## config.mk

```make
export PLATFORM = sky130hd
export DESIGN_NAME = systolic_result_drain
export DESIGN_NICKNAME = d
export VERILOG_FILES = /design/src/rtl/systolic_result_drain.sv
export SDC_FILE = /design/constraint.sdc
export NUM_CORES = 1
export LEC_CHECK = 0
export CORE_MARGIN = 5
export CORE_UTILIZATION = 45
export DETAILED_ROUTE_END_ITERATION = 8
export GPL_TIMING_DRIVEN = 0
export PLACE_DENSITY = 0.86
export RECOVER_POWER = 25
export SLEW_MARGIN = 20
export SYNTH_ARGS = -nofsm -noshare
export SYNTH_HDL_FRONTEND = slang
export SYNTH_SLANG_ARGS = --single-unit
```

## constraint.sdc

```tcl
create_clock -name clk -period 2 [get_ports clk]
set_clock_uncertainty 0.15 [all_clocks]
set_input_delay 0.4 -clock clk [delete_from_list [all_inputs] [get_ports clk]]
set_output_delay 0.4 -clock clk [all_outputs]
set_load 0.1 [all_outputs]
```

## src/rtl/systolic_result_drain.sv

```systemverilog
// -----------------------------------------------------------------------------
// systolic_result_drain
//
// Purpose:
//   Downstream consumer of the systolic controller's 4x4 result matrix C.
//   On a rising edge of the controller's `completed` level, the whole matrix
//   is snapshotted into a local buffer. The buffer is then serialised, one
//   element per accepted beat, over a valid/ready stream. The block re-arms
//   only after `completed` drops again, so the controller holding `completed`
//   high in its fin state cannot trigger a second drain.
//
// Optional feature (macro SYSTOLIC_DRAIN_CHECKSUM_EN):
//   When defined, the frame gains a final extra beat carrying the sum of all
//   captured elements (mod 2^DATA_W). That beat carries out_last, and reports
//   out_row = out_col = 0. When undefined, the frame is exactly N*N beats and
//   no checksum logic exists.
//
// Parameters:
//   DATA_W    - element width and out_data width
//   N         - matrix dimension (N*N elements per frame)
//   COL_MAJOR - 0: row-major stream order, 1: column-major stream order
//
// Ports:
//   clk         in   rising-edge clock
//   st_rst      in   synchronous active-high reset (shared with controller)
//   completed   in   level from controller, high once C is valid
//   C           in   result matrix, C[row][col], DATA_W bits per element
//   out_data    out  current stream element
//   out_valid   out  out_data is valid
//   out_ready   in   sink accepts the beat when high together with out_valid
//   out_last    out  final beat of the frame
//   out_row     out  row index of the current beat
//   out_col     out  column index of the current beat
//   busy        out  high while a frame is being streamed
//   drain_done  out  high once the frame has fully drained
//   overrun     out  sticky: a new `completed` edge arrived mid-drain
// -----------------------------------------------------------------------------
module systolic_result_drain #(
  parameter int DATA_W    = 16,
  parameter int N         = 4,
  parameter bit COL_MAJOR = 1'b0
) (
  input  logic                            clk,
  input  logic                            st_rst,
  input  logic                            completed,
  input  logic [0:N-1][0:N-1][DATA_W-1:0] C,
  output logic [DATA_W-1:0]               out_data,
  output logic                            out_valid,
  input  logic                            out_ready,
  output logic                            out_last,
  output logic [$clog2(N)-1:0]            out_row,
  output logic [$clog2(N)-1:0]            out_col,
  output logic                            busy,
  output logic                            drain_done,
  output logic                            overrun
);

  localparam int ROW_W = $clog2(N);
  localparam int ELEMS = N * N;

  // The index counter is sized for ELEMS+1 so both frame lengths share it.
  localparam int IDX_W = $clog2(ELEMS + 1);

`ifdef SYSTOLIC_DRAIN_CHECKSUM_EN
  localparam int LAST_IDX = ELEMS;
`else
  localparam int LAST_IDX = ELEMS - 1;
`endif

  localparam logic [IDX_W-1:0] FINAL_IDX = IDX_W'(LAST_IDX);

  typedef enum logic [1:0] {
    IDLE   = 2'd0,
    STREAM = 2'd1,
    DONE   = 2'd2
  } state_e;

  state_e                          state_q, state_d;
  logic [IDX_W-1:0]                idx_q, idx_d;
  logic                            completed_q;
  logic                            overrun_q, overrun_d;
  logic [0:N-1][0:N-1][DATA_W-1:0] buffer_q;

  logic                            completedRise;
  logic                            capture;
  logic                            handshake;
  logic [31:0]                     idxWide;
  logic [ROW_W-1:0]                rowIdx;
  logic [ROW_W-1:0]                colIdx;
  logic                            isLastBeat;

`ifdef SYSTOLIC_DRAIN_CHECKSUM_EN
  logic [DATA_W-1:0]               captureSum;
  logic [DATA_W-1:0]               checksum_q;
  logic                            isChecksumBeat;
`endif

  // A rising edge is judged against the previous cycle's level; since
  // completed_q resets low, a level already high out of reset counts too.
  assign completedRise = completed & ~completed_q;
  assign handshake     = (state_q == STREAM) & out_ready;
  assign isLastBeat    = (idx_q == FINAL_IDX);

  // Next-state logic. Capture happens on the IDLE->STREAM transition so the
  // first beat is presented in the cycle right after the edge is sampled.
  always_comb begin
    state_d   = state_q;
    idx_d     = idx_q;
    overrun_d = overrun_q;
    capture   = 1'b0;

    unique case (state_q)
      IDLE: begin
        if (completedRise) begin
          capture = 1'b1;
          idx_d   = '0;
          state_d = STREAM;
        end
      end
      STREAM: begin
        if (handshake) begin
          if (isLastBeat) begin
            idx_d   = '0;
            state_d = DONE;
          end else begin
            idx_d = idx_q + 1'b1;
          end
        end
      end
      DONE: begin
        if (!completed) begin
          state_d = IDLE;
        end
      end
      default: begin
        state_d = IDLE;
        idx_d   = '0;
      end
    endcase

    // A new result while the previous one is still draining (or not yet
    // re-armed) is dropped; the sticky flag records that it happened.
    if (completedRise && (state_q != IDLE)) begin
      overrun_d = 1'b1;
    end
  end

  // State, index, edge detector, error flag and snapshot buffer.
  always_ff @(posedge clk) begin
    if (st_rst) begin
      state_q     <= IDLE;
      idx_q       <= '0;
      completed_q <= 1'b0;
      overrun_q   <= 1'b0;
      buffer_q    <= '0;
    end else begin
      state_q     <= state_d;
      idx_q       <= idx_d;
      completed_q <= completed;
      overrun_q   <= overrun_d;
      if (capture) begin
        buffer_q <= C;
      end
    end
  end

`ifdef SYSTOLIC_DRAIN_CHECKSUM_EN
  // Sum of the incoming matrix, registered alongside the snapshot so the
  // checksum always describes exactly the captured frame.
  always_comb begin
    captureSum = '0;
    for (int r = 0; r < N; r++) begin
      for (int c = 0; c < N; c++) begin
        captureSum = captureSum + C[r][c];
      end
    end
  end

  always_ff @(posedge clk) begin
    if (st_rst) begin
      checksum_q <= '0;
    end else if (capture) begin
      checksum_q <= captureSum;
    end
  end

  assign isChecksumBeat = (idx_q == IDX_W'(ELEMS));
`endif

  // Map the linear index onto matrix coordinates in the configured order.
  always_comb begin
    idxWide = 32'(idx_q);
    rowIdx  = ROW_W'(idxWide / N);
    colIdx  = ROW_W'(idxWide % N);
    if (COL_MAJOR) begin
      rowIdx = ROW_W'(idxWide % N);
      colIdx = ROW_W'(idxWide / N);
    end
`ifdef SYSTOLIC_DRAIN_CHECKSUM_EN
    if (isChecksumBeat) begin
      rowIdx = '0;
      colIdx = '0;
    end
`endif
  end

  // Stream outputs are forced to zero outside STREAM so nothing of a frame
  // remains visible after reset or after the drain completes.
  always_comb begin
    out_valid  = 1'b0;
    out_data   = '0;
    out_last   = 1'b0;
    out_row    = '0;
    out_col    = '0;
    busy       = 1'b0;
    drain_done = 1'b0;

    if (state_q == STREAM) begin
      out_valid = 1'b1;
      busy      = 1'b1;
      out_last  = isLastBeat;
      out_row   = rowIdx;
      out_col   = colIdx;
      out_data  = buffer_q[rowIdx][colIdx];
`ifdef SYSTOLIC_DRAIN_CHECKSUM_EN
      if (isChecksumBeat) begin
        out_data = checksum_q;
      end
`endif
    end

    if (state_q == DONE) begin
      drain_done = 1'b1;
    end
  end

  assign overrun = overrun_q;

endmodule

```

==> impl_results.md <==
- WL per Instance: roughly 22 um
- Crit start category: register
- Num CTS Buffers: 28
- Setup TNS: -65,200 ps
- Worst R2R End: buffer_q[55]
- Port bufs: approximately 280
- Commonest non-fill, non-tap cell in the layout: nand2_1
- Post-DP HPWL: about 32 mm
- Worst path max stage delay: approximately 360 ps
- Core Util, Final: between 70% and 80%
- #FFs+latches synth: between 200 and 300
- Synth Area per Inst: 8.10 um2
- Root Buffer: clkbuf_16
- Max-cap violation count: 0
- Relative slew slack: between 40% and 50%
- Initial antenna violation count: 1
- 1st-pass router iterations: 6
- GRT Overall Usage: a little under a third
- DP Area: 15,000 um2
- Total gr overflow: 0
- Clk slew on worst S/H paths: approximately 70 ps
- DR iter-0 viols: between 1,000 and 1,500
- Vias: between 10,000 and 15,000
- Synth area leaders: dfxtp_1 47%, nand2_1 18%, a21oi_1 12%, mux4_2 7.0%, mux2i_1 5.0%
- First-pass GRT wire length: between 60 and 70 mm
- Yosys top cell by area: dfxtp_1
- R2R Path Start: state_q[1]
- Worst setup margin: -961 ps
- Yosys top cell area share: around 47%
- Hold Path Stages: 2
- Crit path arrival time: between 2000 and 2500 ps
- Endpoint, Worst Hold: idx_q[0]
- Reg power frac: 42.0%
- Die Width: 168 um
- Status: finished, violations left
- Crit path kind: register to primary output
- Final setup fails: 266
- Logic pwr share: roughly 17%
- Power Internal: between 10 and 15 mW
- Fillcell total: between 1,500 and 2,000
- Synthesized instance count: about 1,400
- Crit path max-delay cell type: dfxtp_4
- Worst skew pair latency: approximately 560 ps
- Hold Crit Class: input port to register
- Number of I/O pins: between 200 and 300
- H-tree depth: 1
- Syn nets: approximately 1,600
- Initial Util: between 40% and 50%
- Seq/Total Area, Yosys: a little under half
- Share of post-route cells with drive strength above 1: approximately a fifth
- PD cells: approximately 790 nW/um2
- Final hold viol count: 0
- Tmin final: roughly 3000 ps
- Fin area: around 17,000 um2
- Reg2Reg Depth: 9
- # nets final: approximately 2,000
- Highest-count cells in the layout ignoring fill and taps: 522 x nand2_1, 260 x dfxtp_1, 257 x clkdlybuf4s50_1
- Fin. max-slew vios: 0
- Worst-path fanout max: 8
- DRT antenna net count: 0
- Die ar.: about 28,000 um2
- Failing checks: negative setup slack
- Psw: between 3 and 4 mW
- Vias in the first global route: ~12,000
- Core ar.: between 20,000 and 25,000 um2
- Period utilization: 148%
- Row count: between 50 and 60
- RSZ-0062 raised after global routing: true
- Cell repeated most along the worst path: buf_12
- FMAX: around 0.34 GHz
- Yosys synthesis warning count: 0
- Synthesis-to-layout area growth: 54.8%
- WP data required: between 1000 and 1500 ps
- Leakage: between 6 and 7 nW
- Clock network power share: between 40% and 50%
- Routed WL: approximately 46 mm
- Synth Cell Area: approximately 11,000 um2
- Tightest Pin Transition: between 800 and 900 ps
- CTS tree: built
- Worst Setup End Kind: primary output
- Largest net degree at the start of global routing: 16
- Clock sinks: about 270
- Cell Chain, Critical Path: buf_12, buf_12, buf_12, mux2i_1, a22oi_2, nand3_2, o22ai_4, buf_12
- R2R setup slack: -310 ps
- DRC errors left: 0
- HP Start: st_rst
- Gp weighted congestion: approximately 0.94
- Drt via density: 5.75
- Die height: between 150 and 200 um
- Unique masters post-synth: 33
- CTS max path bufs: 3
- VDD IR max: 603 uV
- Switch share: approximately a quarter
- Cts hold-fix bufs: 0
-- cell type report --
| cell class | count | area, um2 | area share (%) |
|---|---|---|---|
| antenna | 2 | 5.00 | 0.0288 |
| buffer | 113 | 937 | 5.39 |
| clock buffer | 34 | 785 | 4.51 |
| clock inverter | 14 | 211 | 1.22 |
| inverter | 2 | 37.5 | 0.216 |
| multi-input combinational | 1005 | 6200 | 35.6 |
| sequential | 265 | 5320 | 30.6 |
| tap | 324 | 405 | 2.33 |
| timing repair buffer | 322 | 3490 | 20.1 |
-- per-layer routing --
metal	GRT usage, %	wire, um	up-vias
met5	0	0	-
met4	13.8	2400	0
met3	6.03	4840	166
met2	49.7	21700	783
met1	38.0	17000	5644
li1	-	-	5377
-- metrics by stage --
step / setup WS (ps) / hold WS [ps] / cells / power, mW
2_1_floorplan: -299 / 282 / 1387 / 6.85
3_3_place_gp: -1460 / 289 / 1994 / 7.77
3_5_place_dp: -1510 / 293 / 1994 / 7.84
4_1_cts: -874 / 101 / 2056 / 13.5
5_1_grt: -982 / 163 / 2080 / 14.1
6_report: -961 / 101 / 2081 / 13.8
-- power by group through the flow --
stage | registers, mW | logic, mW | clock network, mW
2_1_floorplan | 5.82 | 1.03 | 0
3_3_place_gp | 5.85 | 1.92 | 0
3_5_place_dp | 5.87 | 1.97 | 0
4_1_cts | 5.76 | 2.16 | 5.60
5_1_grt | 5.80 | 2.45 | 5.83
6_report | 5.77 | 2.33 | 5.66
-- cell families (layout without fill, tap and decap cells) --
group           Yosys count  count (layout)  synth area share, %
compound gates          313             313                 14.9
fa+ha+maj                 1               1                0.111
buf+inv                 117             485                 4.17
flops                   265             265                 47.2
mux                      91              91                 12.0
other cells               0               2                    0
simple gates            600             600                 21.5
-- critical path, delay by kind of cell (launching register included) --
family	cells	cell delay [ps]
buffers and inverters	4	630
AO/OA/AOI/OAI	2	510
flip-flops	1	360
AND/OR/NAND/NOR	1	180
multiplexers	1	150
-- what timing repair did --
action | in CTS | in global routing
cloned | 2 | 2
setup endpoints to repair | 265 | 271
setup buffers | 13 | 23
gates resized for setup | 364 | 145
pin swaps | 19 | 20
-- cells in the mapped netlist (all sizes together) --
| cell | instances |
|---|---|
| a2111oi | 3 |
| a211oi | 16 |
| a21oi | 261 |
| a22oi | 13 |
| a32oi | 2 |
| and2 | 4 |
| and4b | 1 |
| buf | 24 |
| clkbuf | 91 |
| clkinv | 1 |
| dfxtp | 265 |
| ha | 1 |
| inv | 1 |
| mux2i | 56 |
| mux4 | 35 |
| nand2 | 527 |
| nand2b | 4 |
| nand3 | 15 |
| nand3b | 1 |
| nor2 | 12 |
| nor2b | 26 |
| nor3 | 1 |
| nor3b | 2 |
| nor4b | 2 |
| o21a | 1 |
| o21ai | 4 |
| o22ai | 13 |
| or3 | 1 |
| or4 | 3 |
| or4b | 1 |
-- how the worst max path moves through the flow --
stage	start	endpoint	slack, ps	cells past startpoint
after floorplan	idx_q[3]	out_data[5]	-300	7
after global placement	idx_q[3]	out_data[7]	-1460	7
after detailed placement	idx_q[3]	out_data[6]	-1510	7
after CTS	idx_q[2]	out_data[6]	-870	6
after global routing	idx_q[2]	out_data[4]	-980	8
final	idx_q[2]	out_data[4]	-960	8
-- state kept, by name, summed over array words and instances (netlist names) --
signal / cells
buffer_q: 256
completed_q: 1
idx_q: 5
overrun: 1
state_q: 2
No activity file was read; power rests on OpenSTA's default activity.
